--- src/rtl/delaybuffer_prog.sv ---
// Runtime-programmable token-count delay line with ready/valid handshakes.
// History lives in a circular buffer; the output is a single register stage.
module delaybuffer_prog #(
    parameter int width_p       = 8,
    parameter int max_delay_p   = 16,
    parameter int reset_delay_p = 8
) (
    input  logic                               clk_i,
    input  logic                               reset_ni,
    input  logic [$clog2(max_delay_p+1)-1:0]   delay_i,
    input  logic                               delay_load_i,
    input  logic [width_p-1:0]                 data_i,
    input  logic                               valid_i,
    output logic                               ready_o,
    output logic [width_p-1:0]                 data_o,
    output logic                               valid_o,
    input  logic                               ready_i,
    output logic [$clog2(max_delay_p+1)-1:0]   delay_o,
    output logic                               primed_o
);

    localparam int dw_lp = $clog2(max_delay_p + 1);
    localparam int dx_lp = dw_lp + 1;
    localparam int aw_lp = (max_delay_p > 1) ? $clog2(max_delay_p) : 1;
    localparam logic [dw_lp-1:0] max_d_lp   = dw_lp'(max_delay_p);
    localparam logic [dw_lp-1:0] reset_d_lp = dw_lp'(reset_delay_p);
    localparam logic [aw_lp-1:0] last_a_lp  = aw_lp'(max_delay_p - 1);

    logic [width_p-1:0] mem_q [max_delay_p];

    logic [dw_lp-1:0]   delay_q, delay_d;
    logic [dw_lp-1:0]   fill_q, fill_d;
    logic [aw_lp-1:0]   wr_ptr_q, wr_ptr_d;
    logic               valid_q, valid_d;
    logic [width_p-1:0] data_q, data_d;

    logic               in_fire, out_fire;
    logic [dx_lp-1:0]   wr_ext, delay_ext, rd_calc;
    logic [aw_lp-1:0]   rd_ptr;
    logic [width_p-1:0] result;

    assign ready_o  = (~valid_q | ready_i) & ~delay_load_i;
    assign in_fire  = valid_i & ready_o;
    assign out_fire = valid_q & ready_i;
    assign valid_o  = valid_q;
    assign data_o   = data_q;
    assign delay_o  = delay_q;
    assign primed_o = (fill_q >= delay_q);

    // Modular subtract without a divider so non power-of-2 depths work.
    assign wr_ext    = dx_lp'(wr_ptr_q);
    assign delay_ext = dx_lp'(delay_q);
    assign rd_calc   = (wr_ext < delay_ext) ? (wr_ext + dx_lp'(max_delay_p) - delay_ext)
                                            : (wr_ext - delay_ext);
    assign rd_ptr    = aw_lp'(rd_calc);

    always_comb begin
        result = '0;
        if (delay_q == '0) begin
            result = data_i;
        end else if (primed_o) begin
            result = mem_q[rd_ptr];
        end
    end

    always_comb begin
        delay_d  = delay_q;
        fill_d   = fill_q;
        wr_ptr_d = wr_ptr_q;
        valid_d  = valid_q;
        data_d   = data_q;
        if (delay_load_i) begin
            delay_d = (delay_i > max_d_lp) ? max_d_lp : delay_i;
            fill_d  = '0;
        end
        if (in_fire) begin
            wr_ptr_d = (wr_ptr_q == last_a_lp) ? '0 : wr_ptr_q + 1'b1;
            if (fill_q != max_d_lp) begin
                fill_d = fill_q + 1'b1;
            end
            valid_d = 1'b1;
            data_d  = result;
        end else if (out_fire) begin
            valid_d = 1'b0;
        end
    end

    always_ff @(posedge clk_i or negedge reset_ni) begin
        if (!reset_ni) begin
            delay_q  <= reset_d_lp;
            fill_q   <= '0;
            wr_ptr_q <= '0;
            valid_q  <= 1'b0;
            data_q   <= '0;
        end else begin
            delay_q  <= delay_d;
            fill_q   <= fill_d;
            wr_ptr_q <= wr_ptr_d;
            valid_q  <= valid_d;
            data_q   <= data_d;
        end
    end

    // Storage is never reset; the fill count masks stale contents.
    always_ff @(posedge clk_i) begin
        if (in_fire) begin
            mem_q[wr_ptr_q] <= data_i;
        end
    end

endmodule

--- config.mk ---
export PLATFORM = sky130hd
export DESIGN_NAME = delaybuffer_prog
export DESIGN_NICKNAME = d
export VERILOG_FILES = /design/src/rtl/delaybuffer_prog.sv
export SDC_FILE = /design/constraint.sdc
export NUM_CORES = 1
export LEC_CHECK = 0
export ABC_AREA = 1
export CORE_MARGIN = 4
export CORE_UTILIZATION = 67
export CTS_BUF_LIST = sky130_fd_sc_hd__clkbuf_2
export DETAILED_ROUTE_END_ITERATION = 10
export PLACE_DENSITY = 0.86
export SLEW_MARGIN = 20
export SYNTH_ARGS = -nofsm -noshare
export SYNTH_HDL_FRONTEND = slang
export SYNTH_SLANG_ARGS = --single-unit
--- constraint.sdc ---
create_clock -name clk_i -period 4.2 [get_ports clk_i]
set_input_delay 0.84 -clock clk_i [delete_from_list [all_inputs] [get_ports clk_i]]
set_output_delay 0.84 -clock clk_i [all_outputs]
set_load 0.005 [all_outputs]
### Word-level counts from Yosys, hierarchy flattened

Memory sizes are Yosys's and may differ from the RTL's.
Cells that the tools add are included.
W data, S select, Z words.

| storage, ports and cells | value |
|---|---|
| register bits after elaboration | 23 |
| latch bits | 0 |
| memory bits (writable) | 128 |
| memory bits (read-only) | 0 |
| output and inout bits | 16 |
| word-level logic and storage cells | 36 |
| memories | 1 |

Memories:

| name | depth | bits a word | rd ports | clocked after memory_dff | write ports | line | RTL |
|---|---|---|---|---|---|---|---|
| mem_q | 16 | 8 | 1 | 0 | 1 | 29 | `logic [width_p-1:0] mem_q [max_delay_p];` |

| cells by class | value |
|---|---|
| add/sub/neg operators | 5 |
| $mul | 0 |
| divide/modulo/power cells | 0 |
| $lt $le $gt $ge | 3 |
| equal/unequal tests | 2 |
| shifts and indexed selects | 0 |
| mux-type cells | 12 |
| bitwise gates (word level) | 6 |
| reductions and logical operators | 2 |

Operator list:

| kind | number |
|---|---|
| $mux W5 | 4 |
| $mux W8 | 2 |
| $add A4 B1 Y4 const B | 2 |
| $mux W4 | 2 |
| $sub A4 B4 Y4 | 2 |
| $add A5 B1 Y5 const B | 1 |
| $ge A5 B5 Y1 | 1 |
| $gt A5 B5 Y1 const B | 1 |
| $logic_not A5 Y1 | 1 |
| $lt A4 B5 Y1 | 1 |
| $ne A5 B5 Y1 const B | 1 |
| $eq A4 B4 Y1 const B | 1 |
| $mux W1 | 4 |
| $and A1 B1 Y1 | 3 |
| $not A1 Y1 | 2 |
| $reduce_bool A2 Y1 | 1 |
| $or A1 B1 Y1 | 1 |

### Depth between registers and ports, before layout

Gate-level depths: netlist (run 1).

| logic depth | value |
|---|---|
| depth in word-level cells | 6 |
| gate-level depth with buffers | 14 |
| mapped depth without buffers | 12 |

### Least setup slack after synthesis (run 1)

Ideal clock, no wire load.

| path | value |
|---|---|
| kind | input port to flip-flop |
| start point | input ready_i |
| end point | memory mem_q[12][0] (enable) |
| setup time | 0.370 ns |
| arrival time | 1.826 ns |
| required time | 3.830 ns |
| setup slack | 2.003 ns |
| cell stages on the path | 7 |
| path buffers | 1 |
| path through | nor2_1 nor2_2 nand2_2 inv_2 buf_4 nand2_1 nor2_1 |

| on the way | value |
|---|---|
| cells in the longest elaborated chain, start to end | 5 |

Ends and longest elaborated chain:

| what | line | RTL |
|---|---|---|
| start: declaration | 17 | `input logic ready_i,` |
| $or A1 B1 Y1 | 42 | `assign ready_o = (~valid_q \| ready_i) & ~delay_load_i;` |
| $and A1 B1 Y1 | 42 |  |
| via ready_o | 14 | `output logic ready_o,` |
| $and A1 B1 Y1 | 43 | `assign in_fire = valid_i & ready_o;` |
| $mux W1 | 106 | `if (in_fire) begin` |
| $mux W1 (implied by the code) | 107 | `mem_q[wr_ptr_q] <= data_i;` |
| end: declaration | 29 |  |

The timed path passes the listed nets, and every way through them passes these cells.

### Final worst setup path (run 1)

| path | value |
|---|---|
| start point | register delay_q[3], in the netlist delay_o[3] |
| end point | output primed_o |

| on the way | value |
|---|---|
| cells in the longest elaborated chain, start to end | 1 |

Ends and longest elaborated chain:

| what | line | RTL |
|---|---|---|
| start: declaration | 31 | `logic [dw_lp-1:0] delay_q, delay_d;` |
| start signal: assignment | 90 | `delay_q <= reset_d_lp;` |
| start signal: assignment | 96 | `delay_q <= delay_d;` |
| $ge A5 B5 Y1 | 48 | `assign primed_o = (fill_q >= delay_q);` |
| end: declaration | 19 | `output logic primed_o` |

Every way passes these cells.

==> results of run 1 <==
## power by group through the flow
stage	Clock [uW]	Combinational (uW)	Sequential, uW
final	854	1620	1780
after CTS	863	1600	1780
after floorplan	0	1190	1790
after detailed placement	0	1590	1810
after global routing	934	1800	1790
after global placement	0	1550	1810
## through the flow
stage	setup WS, ns	total power, uW	area [um2]
detailed placement	0.878	3410	7060
floorplan	2.00	2990	6700
CTS	0.793	4250	7320
finish	0.842	4260	7310
global route	0.662	4530	7310
global placement	1.01	3360	7060
## kinds of logic (layout without fill, tap and decap cells)
logic type | Yosys count | after routing | share of synthesized area, %
buffers and inverters | 55 | 97 | 4.02
XOR/XNOR | 6 | 6 | 1.07
AO/OA/AOI/OAI | 33 | 33 | 2.71
AND/OR/NAND/NOR | 376 | 376 | 23.3
adder cells (fa/ha/maj) | 15 | 15 | 2.91
flip-flops | 151 | 151 | 66.0
## area by class of cell
class                      count  area share (%)
tap                          133            2.28
sequential                   151            60.4
timing repair buffer          35            4.65
multi-input combinational    430            27.5
clock inverter                14            2.34
inverter                      30            1.57
clock buffer                  18            1.23
## worst max-delay path: cells and delay by family, from the launching register on
family / cells / cell delay [ns]
flip-flops: 1 / 0.64
buffers and inverters: 2 / 0.51
adder cells (fa/ha/maj): 1 / 0.30
AND/OR/NAND/NOR: 3 / 0.22
AO/OA/AOI/OAI: 1 / 0.20
## cell usage after synthesis
cell,count
nor3_1,3
nor2_2,1
xnor2_1,1
buf_6,2
a21boi_0,1
and3_1,1
xnor2_4,1
dfrtp_1,22
nor3_2,1
o22ai_1,2
a21oi_2,3
o21ai_0,8
xor2_1,4
fa_1,1
nand2_1,252
ha_1,14
nand2_2,1
or2_2,8
nor2_1,21
buf_1,1
o21ai_1,1
inv_1,26
inv_4,1
inv_2,3
edfxtp_1,128
clkbuf_1,2
nand3_1,88
dfstp_2,1
a21oi_1,18
buf_2,12
buf_4,8
## path summary, 6_finish.rpt
path                                          from                       to  slack, ns  depth (start not counted)
setup reg to reg           wr_ptr_q[0]$_DFFE_PN0P_    data_o[2]$_DFFE_PN0P_       1.16                         12
min in group clk_i             fill_q[0]$_DFF_PN0_      fill_q[0]$_DFF_PN0_       0.56                          1
max in group asynchronous                 reset_ni   delay_o[3]$_DFFE_PN1P_       3.72                          1
setup / recovery            delay_o[3]$_DFFE_PN1P_                 primed_o       0.84                          7
hold reg to reg                fill_q[0]$_DFF_PN0_      fill_q[0]$_DFF_PN0_       0.56                          1
hold / removal                            reset_ni  wr_ptr_q[2]$_DFFE_PN0P_        0.1                          1
## registers in the layout (all words and copies together), names as in the netlist
name and cells:
fill_q 5, wr_ptr_q 4, data_o 8, delay_o 5, valid_o 1, mem_q 128
## routing by layer
metal / wire length [um] / share of wire, %
met2: 7330 / 50
met3: 1060 / 7.2
met1: 5960 / 41
met4: 357 / 2.4
met5: 0 / 0
==> results.py, run 1 <==
metrics = {
    "global_route": {
        "grt_pass1_vias": 4542,
        "grt_use_total_pct": 27.7,
        "met1_usage_pct": 38.3,
        "grt_antenna_before_repair": 0,
        "grt_overflow_total": 0,
        "grt_busiest_layer": "met2",
        "grt_max_degree": 65,
        "met2_usage_pct": 44.8,
        "grt_pass1_wl_um": 23800,
        "use_met3_pct": 5.91,
    },
    "floorplanning": {
        "core_area_mm2": 0.00977,
        "ios": 34,
        "die_area_mm2": 0.0117,
        "row_count": 36,
        "start_util_pct": 68.5,
        "dieWidth_um": 108,
        "chipHeight_um": 108,
    },
    "yosys": {
        "yosysUniqueCellTypes": 31,
        "synth_top_area_share_pct": 57.4,
        "synth_area_mm2": 0.00670,
        "synthesis.instances": 636,
        "yosysSeqAreaShare_pct": 66.0,
        "postSynthNetCount": 669,
        "ys_ff_latch": 151,
        "yosysWarnings": 0,
        "synth_area_leaders": "edfxtp_1 57%, nand2_1 14%, dfrtp_1 8.2%",
        "avgSynthCellArea_um2": 10.5,
        "yosysTopAreaCell": "edfxtp_1",
    },
    "sta": {
        "tightestPinTransition_ns": 1.11,
        "finalClockSkew_ns": 0.0254,
        "setup-tns-final_ns": 0,
        "hold-worst-slack_ns": 0.0972,
        "setup_viol_count_final": 0,
        "clock.fmax_mhz": 298,
        "period_share_pct": 79.9,
        "slew_headroom_pct": 26.1,
        "rsz0062_at_grt": "no",
        "final_max_slew_viol_count": 0,
        "finalHoldViolCount": 0,
        "finalCriticalPeriod_ns": 3.36,
    },
    "critical_path": {
        "worst_path_most_repeated_cell": "nand2_1",
        "cp-start-kind": "flop",
        "cp_slowest_stage_delay_ns": 0.64,
        "slowest_stage": "dfstp_2",
        "endpoint_kind": "primary output",
        "critPathRequiredTime_ns": 3.36,
        "crit_fanout": 4,
        "crit_arrival_ns": 2.52,
        "crit_path_cell_trace": "inv_2 > ha_1 > nand2_1 > nand2_1 > a21oi_1 > nand2_1 > clkdlybuf4s50_1",
        "path_class": "flop to primary output",
    },
    "cells_and_area": {
        "fin_nets": 698,
        "multi_input_area_mm2": 0.00201,
        "diodes": 0,
        "area.growth.synth_to_final_pct": 9.21,
        "final_cell_mix": "252 x nand2_1, 128 x edfxtp_1, 88 x nand3_1, 32 x clkdlybuf4s50_1, 26 x inv_1",
        "stdcell_count": 811,
        "layout-drive-gt1-share_pct": 8.11,
        "final_core_util_pct": 74.8,
        "regArea_mm2": 0.00442,
        "final_common_cell": "nand2_1",
        "fill_cells": 677,
    },
    "drt": {
        "routed_wirelength_um": 14700,
        "vias": 4624,
        "drc": 0,
        "viasPerCell": 5.70,
        "ant_nets": 0,
        "drt_iter0_drc": 605,
        "wire_per_inst_um": 18.1,
        "first_pass_iters": 9,
    },
    "cts": {
        "cts_tree": "yes",
        "clkLatencyLatePin_ns": 0.68,
        "clockRootBuffer": "clkbuf_2",
        "hold_buffers": 0,
        "clock_sinks": 151,
        "ctsLongestPathBuffers": 2,
        "cts_resized": 0,
        "clk_pin_slew_ns": 0.22,
        "postCtsSetupBuffers": 0,
        "cts_made_buffers": 17,
        "htree_levels": 4,
    },
    "place": {
        "io_buffers": 33,
        "dpl.hpwl_um": 9730,
        "gp_congestion": 0.861,
        "dp.cells": 779,
    },
    "worst_hold_path": {
        "hold_class": "input port to asynchronous set/reset pin",
    },
    "power_and_ir_drop": {
        "power_frac_seq_pct": 41.9,
        "pwr-share-comb_pct": 38.0,
        "peakVddDrop_mv": 0.508,
        "pwr_density_cell_mw_per_mm2": 582,
        "p_sw_uw": 1700,
        "clkPwrFrac_pct": 20.1,
        "swShare_pct": 39.9,
        "internal-power_uw": 2560,
        "p_leak_uw": 0.00293,
    },
    "job": {
        "cap_violations": 0,
    },
    "outcome": {
        "status": "finished clean",
    },
}
Note: power is estimated with default switching activity, not from simulation.
==> inputs of run 2 (changes only) <==
- CORE_UTILIZATION: 67 -> 62
- PLACE_DENSITY: 0.86 -> 0.8
- clock period: 4.2 -> 3.4 ns (I/O delays scaled with it)
==> run 2 against run 1 <==
Cell area increased by 2.0%. Global-route usage decreased by 2.5 points. Count of clock-buffer cells in the layout unchanged. Wire length increased by 1.6%. Clock power increased by 52%. Via count decreased by 1.3%. Die area increased by 7.5%. Total power increased by 30%. First-iteration DRC count decreased by 23%. Sequential power increased by 24%. Non-clock buffer count increased by 8. Final cell count increased by 1.2%. Critical path type unchanged. Largest power group unchanged.
==> results.py, run 2 (synthesis results as in run 1) <==
metrics = {
    "floorplanning": {
        "core_area_mm2": 0.0104,
        "die_area_mm2": 0.0125,
        "chipHeight_um": 112,
        "row_count": 37,
        "ios": 34,
        "dieWidth_um": 112,
        "start_util_pct": 64.3,
    },
    "global_route": {
        "grt_max_degree": 65,
        "grt_use_total_pct": 25.2,
        "grt_pass1_wl_um": 24200,
        "grt_overflow_total": 0,
        "grt_antenna_before_repair": 0,
        "grt_pass1_vias": 4534,
    },
    "cts": {
        "clk_pin_slew_ns": 0.22,
        "clock_sinks": 151,
        "htree_levels": 4,
        "ctsLongestPathBuffers": 2,
        "clockRootBuffer": "clkbuf_2",
        "postCtsSetupBuffers": 0,
        "cts_tree": "yes",
        "cts_made_buffers": 17,
        "hold_buffers": 0,
        "cts_resized": 0,
        "clkLatencyLatePin_ns": 0.69,
    },
    "sta": {
        "tightestPinTransition_ns": 0.890,
        "finalHoldViolCount": 0,
        "finalCriticalPeriod_ns": 3.23,
        "slew_headroom_pct": 40.7,
        "finalClockSkew_ns": 0.0347,
        "clock.fmax_mhz": 310,
        "setup-tns-final_ns": 0,
        "rsz0062_at_grt": "no",
        "final_max_slew_viol_count": 0,
        "period_share_pct": 94.9,
        "setup_viol_count_final": 0,
    },
    "critical_path": {
        "endpoint_kind": "primary output",
        "crit_arrival_ns": 2.55,
        "crit_fanout": 4,
        "r2r_start": "wr_ptr_q[0]$_DFFE_PN0P_",
        "cp_slowest_stage_delay_ns": 0.65,
        "cp-start-kind": "flop",
        "slowest_stage": "dfstp_2",
        "path_buf_inv": 2,
        "regToRegSetupSlack_ns": 0.67,
        "crit_path_cell_trace": "inv_2 > ha_1 > nand2_1 > nand2_1 > a21oi_1 > nand2_1 > clkdlybuf4s50_1",
        "r2r-end": "data_o[1]$_DFFE_PN0P_",
        "path_class": "flop to primary output",
        "worst_path_most_repeated_cell": "nand2_1",
        "critical-path-top-delay-family": "flip-flops",
        "reg2reg_depth": 13,
        "critPathRequiredTime_ns": 2.72,
    },
    "power_and_ir_drop": {
        "internal-power_uw": 3400,
        "peakVddDrop_mv": 0.435,
        "pwr-share-comb_pct": 36.5,
        "power_uw": 5520,
        "clkPwrFrac_pct": 23.6,
        "power_frac_seq_pct": 39.9,
        "pwr_density_cell_mw_per_mm2": 740,
        "p_sw_uw": 2110,
        "swShare_pct": 38.3,
        "p_leak_uw": 0.00301,
    },
    "cells_and_area": {
        "area.growth.synth_to_final_pct": 11.3,
        "fill_cells": 776,
        "fin_nets": 706,
        "stdcell_count": 821,
        "final_common_cell": "nand2_1",
        "diodes": 0,
        "largest_reg_flops": 128,
        "layout-drive-gt1-share_pct": 9.05,
        "final_cell_mix": "252 x nand2_1, 128 x edfxtp_1, 88 x nand3_1, 33 x clkdlybuf4s50_1, 26 x inv_1",
        "regMostFlops": "mem_q",
    },
    "job": {
        "cap_violations": 0,
    },
    "drt": {
        "wire_per_inst_um": 18.2,
        "routed_wirelength_um": 14900,
        "drt_iter0_drc": 466,
        "ant_nets": 0,
        "viasPerCell": 5.56,
        "vias": 4564,
        "first_pass_iters": 5,
        "drc": 0,
    },
    "outcome": {
        "status": "finished clean",
    },
    "place": {
        "io_buffers": 33,
        "gp_congestion": 0.841,
        "dpl.hpwl_um": 9650,
        "dp.cells": 790,
    },
    "worst_hold_path": {
        "hold_class": "input port to asynchronous set/reset pin",
    },
}
## run 2: cell count changes in the layout (fill, tap and decap cells not counted)
cell / change
buf_2: -1
buf_4: +8
bufinv_16: +3
clkdlybuf4s50_1: +1
clkinv_1: -1
clkinv_2: -1
clkinv_4: +2
clkinvlp_4: -2
inv_2: -1
inv_6: -2
inv_8: +1
## run 2: final cells by class
cell class                 instances  area (um2)  area share, %
sequential                       151        4420           59.3
clock buffer                      18        90.1           1.21
clock inverter                    13         244           3.27
inverter                          30         116           1.56
timing repair buffer              43         405           5.44
multi-input combinational        430        2010           27.0
tap                              136         170           2.28
## run 2: worst max path at each step
stage | startpoint | endpoint | slack [ns] | cells past startpoint
after floorplan | wr_ptr_q[0]$_DFFE_PN0P_ | data_o[1]$_DFFE_PN0P_ | 1.27 | 13
after global placement | delay_load_i | mem_q[9][3]$_DFFE_PP_ | 0.58 | 6
after detailed placement | delay_load_i | mem_q[5][6]$_DFFE_PP_ | 0.47 | 6
after CTS | delay_o[3]$_DFFE_PN1P_ | primed_o | 0.13 | 7
after global routing | delay_o[3]$_DFFE_PN1P_ | primed_o | 0.008 | 7
final | delay_o[3]$_DFFE_PN1P_ | primed_o | 0.17 | 7
## run 2: routing by layer
layer | up-vias | wire length, um | global-route usage (%)
li1 | 2218 | - | -
met1 | 2182 | 6360 | 34.5
met2 | 145 | 7520 | 40.9
met3 | 19 | 809 | 5.05
met4 | 0 | 232 | 8.03
met5 | - | 0 | 0
## run 2: through the flow
| stage | util, % | hold slack, ns | worst slack [ns] | instance area (um2) |
|---|---|---|---|---|
| 2_1_floorplan | - | 0.384 | 1.27 | 6700 |
| 3_3_place_gp | 68.4 | 0.521 | 0.580 | 7120 |
| 3_5_place_dp | 68.4 | 0.525 | 0.469 | 7120 |
| 4_1_cts | 71.6 | 0.279 | 0.129 | 7450 |
| 5_1_grt | 71.6 | 0.268 | 0.00849 | 7460 |
| 6_report | 71.6 | 0.324 | 0.173 | 7460 |
## run 2: power by group through the flow
stage | clock network [uW] | logic, uW | registers [uW]
after global placement | 0 | 1950 | 2240
after global routing | 1400 | 2270 | 2220
after floorplan | 0 | 1480 | 2210
after CTS | 1310 | 2010 | 2200
after detailed placement | 0 | 1990 | 2240
final | 1300 | 2010 | 2200
## run 2: worst reg2reg max path: stages, from the launching register on
cell and delay (ns):
dfrtp_1 0.46, inv_1 0.17, ha_2 0.19, inv_1 0.05
fa_1 0.49, inv_1 0.25, buf_4 0.34, nand3_1 0.17
nand2_1 0.15, nand2_1 0.07, nand2_1 0.08, nand2_1 0.05
nand3_1 0.09, a21oi_1 0.07
==> inputs of run 3 (changes only) <==
- GPL_TIMING_DRIVEN: unset -> 0
- PLACE_DENSITY: 0.8 -> 0.82
==> run 3 against run 2 <==
Sequential share of layout area rose by 0.44 points. Flip-flop and latch count did not move. Register-to-register slack is essentially flat. Clock power decreased by 32%. Cell area fell by 0.74%. First-iteration DRC count grew 11%. Maximum frequency up 2.4%. Wire length decreased by 0.17%. Critical endpoint unchanged. Count of clock-buffer cells in the layout did not move. Sequential power is essentially flat. Critical path type unchanged. Final cell count rose by 1.9%. Non-clock buffer count increased by 16.
==> results.py, run 3 (synthesis results as in run 1) <==
metrics = {
    "outcome": {
        "status": "finished clean",
    },
    "cells_and_area": {
        "largest_reg_flops": 128,
        "final_core_util_pct": 71.1,
        "final_cell_mix": "252 x nand2_1, 128 x edfxtp_1, 88 x nand3_1, 32 x clkdlybuf4s50_1, 26 x inv_1",
        "layout-drive-gt1-share_pct": 10.4,
        "final_common_cell": "nand2_1",
        "area.growth.synth_to_final_pct": 10.5,
        "fin_nets": 722,
        "diodes": 0,
        "regMostFlops": "mem_q",
        "fill_cells": 755,
    },
    "floorplanning": {
        "start_util_pct": 64.3,
        "core_area_mm2": 0.0104,
        "die_area_mm2": 0.0125,
        "row_count": 37,
        "dieWidth_um": 112,
        "ios": 34,
        "chipHeight_um": 112,
    },
    "sta": {
        "finalClockSkew_ns": 0.0364,
        "finalHoldViolCount": 0,
        "period_share_pct": 92.7,
        "setup_viol_count_final": 0,
        "finalCriticalPeriod_ns": 3.15,
        "clock.fmax_mhz": 317,
        "hold-worst-slack_ns": 0.487,
        "slew_headroom_pct": 38.1,
        "final_max_slew_viol_count": 0,
        "rsz0062_at_grt": "no",
        "setup-tns-final_ns": 0,
        "tightestPinTransition_ns": 0.925,
    },
    "cts": {
        "ctsLongestPathBuffers": 2,
        "postCtsSetupBuffers": 0,
        "cts_tree": "yes",
        "clkLatencyLatePin_ns": 0.68,
        "clock_sinks": 151,
        "cts_made_buffers": 17,
        "htree_levels": 4,
        "clockRootBuffer": "clkbuf_2",
        "clk_pin_slew_ns": 0.21,
    },
    "power_and_ir_drop": {
        "swShare_pct": 40.9,
        "pwr_density_cell_mw_per_mm2": 710,
        "peakVddDrop_mv": 0.409,
        "internal-power_uw": 3110,
        "p_sw_uw": 2150,
        "pwr-share-comb_pct": 41.6,
        "p_leak_uw": 0.00300,
        "clkPwrFrac_pct": 16.7,
        "power_frac_seq_pct": 41.6,
    },
    "drt": {
        "ant_nets": 0,
        "vias": 4775,
        "viasPerCell": 5.70,
        "wire_per_inst_um": 17.8,
        "routed_wirelength_um": 14900,
        "first_pass_iters": 5,
        "drc": 0,
        "drt_iter0_drc": 516,
    },
    "critical_path": {
        "worst_path_most_repeated_cell": "nand2_1",
        "reg2reg_depth": 13,
        "cp-start-kind": "flop",
        "slowest_stage": "dfstp_2",
        "cp_slowest_stage_delay_ns": 0.62,
        "endpoint_kind": "primary output",
        "crit_arrival_ns": 2.47,
        "crit_path_cell_trace": "inv_2 > ha_1 > nand2_1 > nand2_1 > a21oi_2 > nand2_1 > clkdlybuf4s50_1",
        "r2r_start": "wr_ptr_q[0]$_DFFE_PN0P_",
        "critical-path-top-delay-family": "flip-flops",
        "path_class": "flop to primary output",
        "regToRegSetupSlack_ns": 0.66,
        "critPathRequiredTime_ns": 2.72,
        "path_buf_inv": 2,
        "r2r-end": "data_o[0]$_DFFE_PN0P_",
        "crit_fanout": 4,
    },
    "job": {
        "cap_violations": 0,
    },
    "place": {
        "io_buffers": 33,
        "dpl.hpwl_um": 10400,
        "gp_congestion": 0.882,
    },
    "global_route": {
        "grt_pass1_vias": 4731,
        "grt_use_total_pct": 24.9,
        "grt_overflow_total": 0,
        "grt_max_degree": 24,
        "grt_pass1_wl_um": 23800,
        "grt_antenna_before_repair": 0,
    },
    "worst_hold_path": {
        "hold_class": "input port to asynchronous set/reset pin",
    },
}
run 3: cell count changes in the layout (fill, tap and decap cells not counted), sizes merged:
cell           change
buf               +14
clkinv             +4
clkdlybuf4s50      -1
dlygate4sd3        +1
bufinv             -5
clkinvlp           +1
clkbuf             +2
run 3: worst max-delay path by stage:
stage | from | end | depth (start not counted) | slack, ns
floorplan | wr_ptr_q[0]$_DFFE_PN0P_ | data_o[1]$_DFFE_PN0P_ | 13 | 1.27
global placement | delay_load_i | mem_q[8][3]$_DFFE_PP_ | 7 | 0.40
detailed placement | delay_load_i | mem_q[9][4]$_DFFE_PP_ | 7 | 0.32
CTS | delay_o[3]$_DFFE_PN1P_ | primed_o | 7 | 0.15
global route | delay_o[3]$_DFFE_PN1P_ | primed_o | 7 | 0.03
finish | delay_o[3]$_DFFE_PN1P_ | primed_o | 7 | 0.25
run 3: routing by layer:
layer | part of all wire (%) | wire length [um] | track usage [%] | vias to the layer above
li1 | - | - | - | 2254
met1 | 38 | 5700 | 31.3 | 2243
met2 | 50 | 7420 | 41.8 | 227
met3 | 8.6 | 1280 | 5.87 | 51
met4 | 3.4 | 507 | 10.3 | 0
met5 | 0 | 0 | 0 | -
run 3: cell type report:
type / instances / area (um2) / share of cell area, %
plain buffers: 25 / 154 / 2.08
clock buffers: 18 / 90.1 / 1.22
clock inverters: 13 / 105 / 1.42
inverters: 30 / 115 / 1.56
multi-input cells: 430 / 2010 / 27.2
flip-flops and latches: 151 / 4420 / 59.7
well taps: 136 / 170 / 2.30
repair buffers: 34 / 335 / 4.53
run 3: worst reg2reg max path, cell delays in order, from the launching register on:
cell and delay [ns]:
dfrtp_1 0.47, inv_1 0.16, ha_1 0.16, inv_1 0.06, fa_1 0.48, buf_2 0.19
buf_1 0.44, nand3_1 0.20, nand2_1 0.12, nand2_1 0.06, nand2_1 0.06, nand2_1 0.05
nand3_1 0.10, a21oi_1 0.09
run 3: timing repair:
action / CTS / global route
endpoints found under the setup margin: 0 / 1
endpoints found under the hold margin: 0 / 22
gates resized for setup: 0 / 1
hold buffers: 0 / 1
run 3: power by group through the flow:
stage	Clock (uW)	Sequential [uW]	Combinational, uW
after floorplan	0	2210	1480
after global routing	966	2200	2420
after global placement	0	2220	2060
after detailed placement	0	2230	2150
final	879	2190	2190
after CTS	879	2190	2160
run 3: metrics by stage:
stage | area, um2 | cells | total power, uW | setup WS, ns
after floorplan | 6700 | 636 | 3690 | 1.27
after global placement | 7200 | 805 | 4280 | 0.404
after detailed placement | 7200 | 805 | 4380 | 0.324
after CTS | 7390 | 836 | 5230 | 0.152
after global routing | 7400 | 837 | 5590 | 0.0300
final | 7400 | 837 | 5260 | 0.249
